## src/rtl/instr_encoder.sv

```systemverilog
// Instruction encoder: accepts one symbolic MIPS-style instruction at a time,
// packs it into a 32-bit machine word and writes it into the next free word
// of an instruction memory. Tracks how many words were written, flags illegal
// mnemonics (sticky) and pulses done after the last instruction of a program.
module instr_encoder #(
    parameter int ADDR_W = 10
) (
    input  logic              clk,
    input  logic              rst,
    input  logic              clr,
    input  logic              in_valid,
    output logic              in_ready,
    input  logic [3:0]        mnem,
    input  logic [4:0]        rs,
    input  logic [4:0]        rt,
    input  logic [4:0]        rd,
    input  logic [15:0]       imm,
    input  logic [25:0]       target,
    input  logic              in_last,
    output logic              mem_we,
    output logic [ADDR_W-1:0] mem_addr,
    output logic [31:0]       mem_wdata,
    output logic [ADDR_W:0]   count,
    output logic              full,
    output logic              err,
    output logic              done
);

    // Mnemonic codes as presented on the mnem input
    localparam logic [3:0] M_ADDU  = 4'd0;
    localparam logic [3:0] M_SUBU  = 4'd1;
    localparam logic [3:0] M_SLT   = 4'd2;
    localparam logic [3:0] M_JR    = 4'd3;
    localparam logic [3:0] M_ADDI  = 4'd4;
    localparam logic [3:0] M_ADDIU = 4'd5;
    localparam logic [3:0] M_BEQ   = 4'd6;
    localparam logic [3:0] M_LUI   = 4'd7;
    localparam logic [3:0] M_LW    = 4'd8;
    localparam logic [3:0] M_ORI   = 4'd9;
    localparam logic [3:0] M_SW    = 4'd10;
    localparam logic [3:0] M_J     = 4'd11;
    localparam logic [3:0] M_JAL   = 4'd12;

    typedef enum logic [1:0] {
        IDLE = 2'd0,
        ENC  = 2'd1,
        WR   = 2'd2,
        DONE = 2'd3
    } state_t;

    state_t             state_reg;
    state_t             state_next;

    // Fields captured at acceptance; the live inputs are ignored afterwards
    logic [3:0]         mnem_reg;
    logic [4:0]         rs_reg;
    logic [4:0]         rt_reg;
    logic [4:0]         rd_reg;
    logic [15:0]        imm_reg;
    logic [25:0]        target_reg;
    logic               last_reg;

    logic [31:0]        word_reg;
    logic [31:0]        word_next;
    logic [ADDR_W-1:0]  ptr_reg;
    logic [ADDR_W:0]    count_reg;
    logic               err_reg;

    logic               legal;
    logic               accept;
    logic               load_word;
    logic               set_err;
    logic               write_fire;

    // Count never exceeds DEPTH, so its MSB alone marks the full condition
    assign full     = count_reg[ADDR_W];
    assign count    = count_reg;
    assign err      = err_reg;
    assign in_ready = (state_reg == IDLE) && !full && !clr && !rst;

    // A write is suppressed in the same cycle that rst or clr aborts it
    assign mem_we    = (state_reg == WR) && !rst && !clr;
    assign done      = (state_reg == DONE) && !rst;
    assign mem_addr  = rst ? '0 : ptr_reg;
    assign mem_wdata = rst ? '0 : word_reg;

    assign legal = (mnem_reg <= M_JAL);

    // Pack the latched fields into R-, I- or J-type machine words
    always_comb begin
        word_next = 32'h0000_0000;
        case (mnem_reg)
            M_ADDU:  word_next = {6'b000000, rs_reg, rt_reg, rd_reg, 5'b00000, 6'b100001};
            M_SUBU:  word_next = {6'b000000, rs_reg, rt_reg, rd_reg, 5'b00000, 6'b100011};
            M_SLT:   word_next = {6'b000000, rs_reg, rt_reg, rd_reg, 5'b00000, 6'b101010};
            // jr only uses rs; rt and rd are architecturally zero
            M_JR:    word_next = {6'b000000, rs_reg, 5'b00000, 5'b00000, 5'b00000, 6'b001000};
            M_ADDI:  word_next = {6'b001000, rs_reg, rt_reg, imm_reg};
            M_ADDIU: word_next = {6'b001001, rs_reg, rt_reg, imm_reg};
            M_BEQ:   word_next = {6'b000100, rs_reg, rt_reg, imm_reg};
            // lui has no source register; rs is zero in the encoding
            M_LUI:   word_next = {6'b001111, 5'b00000, rt_reg, imm_reg};
            M_LW:    word_next = {6'b100011, rs_reg, rt_reg, imm_reg};
            M_ORI:   word_next = {6'b001101, rs_reg, rt_reg, imm_reg};
            M_SW:    word_next = {6'b101011, rs_reg, rt_reg, imm_reg};
            M_J:     word_next = {6'b000010, target_reg};
            M_JAL:   word_next = {6'b000011, target_reg};
            default: word_next = 32'h0000_0000;
        endcase
    end

    // Next-state and per-cycle action strobes; clr overrides everything
    always_comb begin
        state_next = state_reg;
        accept     = 1'b0;
        load_word  = 1'b0;
        set_err    = 1'b0;
        write_fire = 1'b0;
        case (state_reg)
            IDLE: begin
                if (in_valid && in_ready) begin
                    accept     = 1'b1;
                    state_next = ENC;
                end
            end
            ENC: begin
                if (legal) begin
                    load_word  = 1'b1;
                    state_next = WR;
                end else begin
                    set_err    = 1'b1;
                    state_next = last_reg ? DONE : IDLE;
                end
            end
            WR: begin
                write_fire = 1'b1;
                state_next = last_reg ? DONE : IDLE;
            end
            DONE: begin
                state_next = IDLE;
            end
            default: begin
                state_next = IDLE;
            end
        endcase
        if (clr) begin
            accept     = 1'b0;
            load_word  = 1'b0;
            set_err    = 1'b0;
            write_fire = 1'b0;
            state_next = IDLE;
        end
    end

    // State register; rst wins over clr, clr is already folded into state_next
    always_ff @(posedge clk) begin
        if (rst) begin
            state_reg <= IDLE;
        end else begin
            state_reg <= state_next;
        end
    end

    // Capture the request fields on the accepting edge only
    always_ff @(posedge clk) begin
        if (rst) begin
            mnem_reg   <= 4'd0;
            rs_reg     <= 5'd0;
            rt_reg     <= 5'd0;
            rd_reg     <= 5'd0;
            imm_reg    <= 16'd0;
            target_reg <= 26'd0;
            last_reg   <= 1'b0;
        end else if (accept) begin
            mnem_reg   <= mnem;
            rs_reg     <= rs;
            rt_reg     <= rt;
            rd_reg     <= rd;
            imm_reg    <= imm;
            target_reg <= target;
            last_reg   <= in_last;
        end
    end

    // Encoded word holding register, loaded in ENC and presented during WR
    always_ff @(posedge clk) begin
        if (rst) begin
            word_reg <= 32'h0000_0000;
        end else if (load_word) begin
            word_reg <= word_next;
        end
    end

    // Write pointer, word count and sticky error flag
    always_ff @(posedge clk) begin
        if (rst || clr) begin
            ptr_reg   <= '0;
            count_reg <= '0;
            err_reg   <= 1'b0;
        end else begin
            if (write_fire) begin
                ptr_reg   <= ptr_reg + ADDR_W'(1);
                count_reg <= count_reg + (ADDR_W+1)'(1);
            end
            if (set_err) begin
                err_reg <= 1'b1;
            end
        end
    end

endmodule

```

## config.mk

```make
export PLATFORM = sky130hd
export DESIGN_NAME = instr_encoder
export DESIGN_NICKNAME = d
export VERILOG_FILES = /design/src/rtl/instr_encoder.sv
export SDC_FILE = /design/constraint.sdc
export NUM_CORES = 1
export LEC_CHECK = 0
export BUFFER_PORTS_ARGS = -buffer_cell sky130_fd_sc_hd__buf_4
export CORE_ASPECT_RATIO = 1.75
export CORE_UTILIZATION = 35
export CTS_BUF_LIST = sky130_fd_sc_hd__clkbuf_16
export DETAILED_ROUTE_END_ITERATION = 16
export PLACE_DENSITY = 0.61
export SKIP_CTS_REPAIR_TIMING = 1
export SLEW_MARGIN = 25
export SYNTH_ARGS = -nofsm -noshare
export SYNTH_HDL_FRONTEND = slang
export SYNTH_SLANG_ARGS = --single-unit
```

## constraint.sdc

```tcl
create_clock -name clk -period 1.71 [get_ports clk]
set_input_delay 0.2565 -clock clk [delete_from_list [all_inputs] [get_ports clk]]
set_output_delay 0.2565 -clock clk [all_outputs]
set_load 0.02 [all_outputs]
```

# Word-level counts from Yosys, hierarchy flattened
# Index checks and enable logic that the tools add are counted.
[op_classes] n_addsub=2 order_cmp=1 n_eq_ne=16 muxes=18 n_reduce_logical=14
[ops] op="32-bit one-hot mux with 13 select lines" count=1
[ops] op="32-bit 2-to-1 mux" count=1
[ops] op="4-bit equality test, second input constant" count=5
[ops] op="4-bit by 3-bit equality test with 1-bit output, second input constant" count=4
[ops] op="11-bit by 1-bit adder with 11-bit output, second input constant" count=1
[ops] op="1-bit 2-to-1 mux" count=11
[ops] op="10-bit by 1-bit adder with 10-bit output, second input constant" count=1
[ops] op="10-bit 2-to-1 mux" count=1
[ops] op="4-bit by 2-bit equality test with 1-bit output, second input constant" count=2
[ops] op="2-bit one-hot mux with 4 select lines" count=1
[ops] op="1-bit logical AND" count=7
[ops] op="2-bit 2-to-1 mux" count=3
[ops] op="2-bit equality test, second input constant" count=2
[ops] op="4-bit by 1-bit equality test with 1-bit output, second input constant" count=1
[ops] op="4-bit less-or-equal comparator, second input constant" count=1
[ops] op="4-bit logical NOT" count=1
[ops] op="1-bit logical NOT" count=3
[ops] op="2-bit by 1-bit equality test with 1-bit output, second input constant" count=1
[ops] op="2-bit logical NOT" count=1
[ops] op="2-bit by 1-bit inequality test with 1-bit output, second input constant" count=1
[ops] op="2-bit OR reduction" count=1
[ops] op="1-bit logical OR" count=1
[word_totals] ff_bits=118 in_bits=66 out_inout_bits=58 wordCells=63

# Depth between registers and ports, before layout
# Gate-level depths: netlist (run 1).
[logic_depth] ltp_word=8 depth_mapped=7 ltp_nobuf=5

# Worst setup path before layout (run 1)
# OpenSTA, ideal clock, no wires.
[synth_path] kind="in2out" startpoint="input port rst" endpoint="output port in_ready" t_arrival_ns=1.305 t_required_ns=1.454 slack_ns=0.148 stages=3 n_path_buf=1 cell_sequence="or2_2 -> clkbuf_1 -> nor4_1"
[synth_via] elab_chain_len=2
[synth_lines] element="start, declared" line_no="9" text="input logic rst,"
[synth_lines] element="1-bit logical NOT" line_no="79" text="assign in_ready = (state_reg == IDLE) && !full && !clr && !rst;"
[synth_lines] element="1-bit logical AND" line_no="79"
[synth_lines] element="end, declared" line_no="12" text="output logic in_ready,"
# No other way between the ends.

# Worst setup path after layout (run 1)
[layout_path] startpoint="register state_reg[1]" endpoint="output port mem_we"
[layout_via] elab_chain_len=3
[layout_lines] element="start, declared" line_no="51" text="state_t state_reg;"
[layout_lines] element="start signal, assigned" line_no="160" text="state_reg <= state_next;"
[layout_lines] element="2-bit equality test" line_no="82" text="assign mem_we = (state_reg == WR) && !rst && !clr;"
[layout_lines] element="1-bit logical AND (2 in series)" line_no="82"
[layout_lines] element="end, declared" line_no="20" text="output logic mem_we,"
# No other way between the ends.

==> results of run 1 <==
==> cell usage after synthesis, types with 7 or more instances <==
cell type  instances  area, um^2
a21oi_1           71         355
dfxtp_1          117        2340
xnor2_1           12         105
nor3_1            23         115
buf_2              7        35.0
nand2_1          139         522
buf_4              7        52.6
nor2_1            59         221
nor2b_1           45         282
clkbuf_1          31         116
nand3_1           11        55.1
a221oi_1          20         175
==> kinds of logic (layout without fill, tap and decap cells) <==
| family | count (synthesis) | count (layout) | synth area share |
|---|---|---|---|
| and+or+nand+nor | 310 | 310 | 0.283 |
| AOI/OAI and AO/OA | 128 | 128 | 0.165 |
| DFF | 117 | 117 | 0.453 |
| buffers and inverters | 56 | 191 | 0.0532 |
| xor gates and xnor gates | 17 | 17 | 0.0288 |
| muxes | 5 | 5 | 0.00992 |
| adders and majority gates | 3 | 3 | 0.00677 |
| other | 1 | 1 | 0.000725 |
==> final timing paths <==
path	from	to	slack, ns	cells after the start
max	state_reg[1]$_SDFFE_PP0P_	mem_we	0.04	3
min	target[18]	target_reg[18]$_SDFFE_PP0P_	0.1	3
max reg2reg	state_reg[1]$_SDFFE_PP0P_	word_reg[8]$_SDFFE_PP0P_	0.08	4
min reg2reg	imm_reg[10]$_SDFFE_PP0P_	imm_reg[10]$_SDFFE_PP0P_	0.45	2
==> per-layer routing <==
| metal | vias up | GRT usage | part of all wire |
|---|---|---|---|
| met5 | - | 0 | 0 |
| met4 | 0 | 0.0867 | 0.029 |
| met3 | 33 | 0.0523 | 0.050 |
| met2 | 132 | 0.347 | 0.54 |
| met1 | 2259 | 0.200 | 0.38 |
| li1 | 2414 | - | - |
==> metrics by stage <==
stage	setup TNS [ns]	utilization	power [mW]	area, um^2
after floorplan	0	-	3.09	5170
after global placement	0	0.444	3.30	6380
after detailed placement	0	0.444	3.31	6380
after CTS	-0.262	0.487	6.97	7000
after global routing	-0.00636	0.489	7.15	7020
final	0	0.489	6.91	7020
==> where the power goes <==
part	leakage, nW	internal, mW	switching (mW)	total [mW]
registers	0.948	2.78	0.0352	2.82
clock network	0.287	2.42	1.25	3.66
logic	1.50	0.207	0.227	0.433
total	2.74	5.41	1.51	6.91
==> worst min-delay path, cell delays in order <==
cell	delay, ns
buf_4	0.11
nand2_1	0.04
a21oi_1	0.05
==> layout make-up <==
type | instances | area [um^2]
clock buffers | 17 | 425
repair buffers | 154 | 1240
fillers | 1396 | 7350
clock inverters | 15 | 190
flip-flops and latches | 117 | 2350
well taps | 180 | 225
inverters | 5 | 18.8
multi-input cells | 464 | 2570
==> placed cells by master (no fill, tap or decap), types with 2 or more instances in the layout <==
cell type     n
buf_4       147
nand2_1     139
dfxtp_1     115
a21oi_1      71
nor2_1       58
nor2b_1      45
nor3_1       23
a221oi_1     20
clkbuf_16    17
xnor2_1      12
nand3_1      11
inv_1         7
buf_12        7
clkinvlp_4    6
xor2_1        5
and2_1        5
a31oi_1       5
a2bb2oi_1     5
o21ai_0       4
mux2i_1       4
a211oi_1      4
a311oi_2      4
nand4_1       4
bufinv_16     4
or3b_4        3
and3_1        3
nor4_1        3
or3_1         2
a32oi_1       2
a311oi_1      2
o31ai_1       2
ha_1          2
==> flow_summary_export.csv, run 1 <==
group,metric,value,unit
sta,timing.hold.ws,0.0963,ns
routing,ant_nets,0,
global_route,grt_pass1_wl,22700,um
sta,fmax,0.600,GHz
synth,synth-seq-cells,117,
global_route,antenna_found_initial,0,
floorplan,rows,58,
routing,wl,14100,um
global_route,grt_max_degree,70,
synth,syn-cell-area,5170,um^2
final_layout,drive_above_1_share,0.264,
floorplan,boundaryPins,124,
final_layout,largest_reg_flops,31,
routing,wl_per_cell,14.8,um
synth,yosysSeqAreaShare,0.453,
sta,fin_skew,0.00492,ns
clocking,cts_tree,"yes",
synth,synth_flop_cell,"dfxtp_1",
synth,synth_cell_types,57,
clocking,h-tree-depth,4,
final_layout,syn2layout_area_growth,35.8,%
synth,async_flop_share,0,
sta,rsz0062_at_grt,"yes",
sta,setup_ws,0.0443,ns
power_and_ir_drop,ir_drop,646,uV
status,outcome,"completed",
placed_design,numPlacedInstances,919,
clocking,clockRootBuffer,"clkbuf_16",
global_route,overflow,0,
power_and_ir_drop,cellLeakagePower,2.74,nW
clocking,path_clk_slew,0.05,ns
floorplan,core_area,14400,um^2
setup_path,cp_slowest_stage_delay,0.40,ns
clocking,clock_sinks,117,
routing,via_per_inst,5.08,
synth,syn_avg_cell_area,8.12,um^2
sta,period_share,0.974,
routing,drt_iter0_drc,308,
setup_path,crit_buf_inv,1,
setup_path,path_cells,"or3b_4 -> nor2_2 -> buf_4",
setup_path,path_class,"flop to output pin",
synth,synth_edf_count,0,
clocking,cts_inserted_buffers,17,
placed_design,port_buffers,122,
floorplan,die_w,93.9,um
sta,setup_viol,0,
sta,layout_min_cycle_time,1.67,ns
placed_design,dp_hpwl,10000,um
min_path,min_path_type,"input pin to flop",
global_route,grt_pass1_vias,4744,
clocking,clk_path_buf_depth,2,
final_layout,num_antenna_cells,0,
final_layout,finalNetCount,827,
setup_path,worstPathArrival,1.41,ns
global_route,grt_use_total,0.191,
setup_path,required,1.45,ns
setup_path,crit_path_end_kind,"output pin",
power_and_ir_drop,power.density,984,nW/um^2
sta,hold_viol,0,
setup_path,startpoint_type,"flop",
synth,synth_nets,705,
placed_design,gp_congestion,0.836,
floorplan,initial_core_util,0.360,
synth,synth_warnings,0,
setup_path,cp_max_fo,7,
setup_path,critPathTopFamily,"simple AND/OR/NAND/NOR gates",
setup_path,crit_slowest_cell,"or3b_4",
routing,drc,0,
routing,dr.pass1.iters,4,
placed_design,pre_cts_slack,0.0608,ns
clocking,insertion_delay,0.41,ns
routing,vias,4838,
final_layout,final_cells,952,
floorplan,dieArea,15300,um^2
sta,drv_slew,0,
synth,synthCells,637,
floorplan,die_y,163,um
run,maxCapViolations,0,
(Power assumes the default switching activity.)
==> inputs of run 2 (changes only) <==
--- a/config.mk
+++ b/config.mk
@@ -7,10 +7,10 @@
 export LEC_CHECK = 0
 export BUFFER_PORTS_ARGS = -buffer_cell sky130_fd_sc_hd__buf_4
 export CORE_ASPECT_RATIO = 1.75
-export CORE_UTILIZATION = 35
+export CORE_UTILIZATION = 45
 export CTS_BUF_LIST = sky130_fd_sc_hd__clkbuf_16
 export DETAILED_ROUTE_END_ITERATION = 16
-export PLACE_DENSITY = 0.61
+export PLACE_DENSITY = 0.74
 export SKIP_CTS_REPAIR_TIMING = 1
 export SLEW_MARGIN = 25
 export SYNTH_ARGS = -nofsm -noshare
==> constraint.sdc (replaced) <==
create_clock -name clk -period 1.71 [get_ports clk]
set_input_delay 0.342 -clock clk [delete_from_list [all_inputs] [get_ports clk]]
set_output_delay 0.342 -clock clk [all_outputs]
set_load 0.02 [all_outputs]
==> run 2 against run 1 <==
  * The flow now finishes with violations (negative setup slack)
  * Via count rose by 0.93%
  * Sequential power barely moved
  * Worst hold slack better by 0.086 ns
==> flow_summary_export.csv, run 2 (synthesized netlist as in run 1, its figures left out) <==
group,metric,value,unit
status,outcome,"complete, but fails checks",
status,violations,"negative setup slack",
clocking,insertion_delay,0.40,ns
routing,dr_wl_met2,7330,um
final_layout,final_util,0.620,
setup_path,crit_slowest_cell,"or3b_4",
routing,wl_per_cell,14.9,um
min_path,min_path_type,"input pin to flop",
routing,drt_iter0_drc,355,
global_route,grt_pass1_wl,21600,um
final_layout,final_cell_mix,"buf_4, nand2_1, dfxtp_1, a21oi_1, nor2_1",
final_layout,mostFrequentLayoutCell,"buf_4",
sta,layout_min_cycle_time,1.72,ns
global_route,overflow,0,
run,maxCapViolations,0,
final_layout,finalNetCount,831,
final_layout,num-fill-cells,986,
clocking,clockRootBuffer,"clkbuf_16",
final_layout,syn2layout_area_growth,33.9,%
floorplan,core_area,11200,um^2
sta,fin_skew,0.00749,ns
global_route,antenna_found_initial,0,
routing,dr.max_layer_used,"met4",
power_and_ir_drop,internal_power,5.07,mW
floorplan,rows,51,
power_and_ir_drop,ir_drop,914,uV
routing,drc,0,
setup_path,crit_path_end_kind,"output pin",
setup_path,worstPathArrival,1.38,ns
power_and_ir_drop,finalPower,6.44,mW
setup_path,startpoint_type,"flop",
clocking,cts_inserted_buffers,17,
final_layout,drive_above_1_share,0.262,
power_and_ir_drop,power.density,930,nW/um^2
final_layout,num_antenna_cells,0,
power_and_ir_drop,p_sw_frac,0.213,
placed_design,placed_area,6340,um^2
sta,drv_slew,0,
placed_design,pre_cts_slack,0.0443,ns
clocking,cts_tree,"yes",
power_and_ir_drop,switching_power,1.37,mW
power_and_ir_drop,p_clk_frac,0.493,
final_layout,largest_reg_flops,31,
routing,wl_met3,754,um
sta,period_share,1.01,
placed_design,dp_hpwl,9530,um
sta,hold_viol,0,
sta,setup_viol,1,
sta,rsz0062_at_grt,"yes",
floorplan,die_y,144,um
setup_path,crit_buf_inv,1,
placed_design,gp_congestion,0.859,
floorplan,die_w,83.0,um
routing,wl,13500,um
floorplan,dieArea,11900,um^2
routing,vias,4883,
power_and_ir_drop,p_comb_frac,0.068,
clocking,clk_path_buf_depth,2,
final_layout,finalInstanceArea,6930,um^2
power_and_ir_drop,cellLeakagePower,2.76,nW
sta,setup_ws,-0.0143,ns
placed_design,numPlacedInstances,874,
clocking,clock_sinks,117,
setup_path,cp_slowest_stage_delay,0.42,ns
sta,fmax,0.580,GHz
setup_path,cp_max_fo,4,
clocking,path_clk_slew,0.05,ns
setup_path,path_class,"flop to output pin",
global_route,grt_use_total,0.226,
sta,setup_tns,-0.0143,ns
routing,met1_length,5130,um
routing,ant_nets,0,
sta,timing.hold.ws,0.182,ns
placed_design,port_buffers,122,
setup_path,path_cells,"or3b_4 -> nor2_4 -> buf_6",
setup_path,required,1.37,ns
final_layout,final_cells,907,
routing,dr.pass1.iters,5,
routing,via_per_inst,5.38,
floorplan,initial_core_util,0.463,
setup_path,critPathTopFamily,"simple AND/OR/NAND/NOR gates",
clocking,h-tree-depth,4,
global_route,grt_pass1_vias,4720,
global_route,grt_max_degree,64,
power_and_ir_drop,pwr-share-seq,0.439,
floorplan,boundaryPins,124,
-- run 2: cell types whose count changed in the layout (fill, tap and decap cells not counted), moves of 2 or more --
cell        delta
buf_4          +3
buf_6          +2
bufinv_16      -2
clkinv_1       +2
clkinvlp_4     -6
dfxtp_1        -2
dfxtp_2        +3
inv_1          +5
-- run 2: worst reg2reg max path: cells and delay by family, from the launching register on --
| kind | cells | cell delay, ns |
|---|---|---|
| AO/OA/AOI/OAI | 1 | 0.32 |
| flip-flops | 1 | 0.35 |
| AND/OR/NAND/NOR | 3 | 0.81 |
-- run 2: power by group through the flow --
stage / sequential (mW) / combinational [mW] / clock [mW]
after floorplan: 2.87 / 0.225 / 0
after global placement: 2.88 / 0.420 / 0
after detailed placement: 2.88 / 0.430 / 0
after CTS: 2.83 / 0.433 / 3.23
after global routing: 2.83 / 0.475 / 3.36
final: 2.83 / 0.436 / 3.18
-- run 2: final cells by class --
class / count / area, um^2 / area share
Timing Repair Buffer: 158 / 1270 / 0.183
Sequential cell: 117 / 2350 / 0.339
Clock buffer: 17 / 425 / 0.0614
Inverter: 5 / 18.8 / 0.00271
Tap cell: 132 / 165 / 0.0238
Multi-Input combinational cell: 464 / 2590 / 0.375
Clock inverter: 14 / 108 / 0.0155
-- run 2: per-layer routing --
layer | global-route usage | vias up
met2 | 0.418 | 152
li1 | - | 2412
met4 | 0.104 | 0
met5 | 0 | -
met1 | 0.236 | 2296
met3 | 0.0632 | 23
-- run 2: worst paths after layout --
check | from | endpoint | slack [ns] | cells past startpoint
worst max-delay path | state_reg[1]$_SDFFE_PP0P_ | mem_we | -0.01 | 3
worst min-delay path | mnem[0] | mnem_reg[0]$_SDFFE_PP0P_ | 0.18 | 3
worst max register to register | state_reg[0]$_SDFFE_PP0P_ | word_reg[10]$_SDFFE_PP0P_ | 0.11 | 4
worst min register to register | rt_reg[2]$_SDFFE_PP0P_ | rt_reg[2]$_SDFFE_PP0P_ | 0.46 | 2
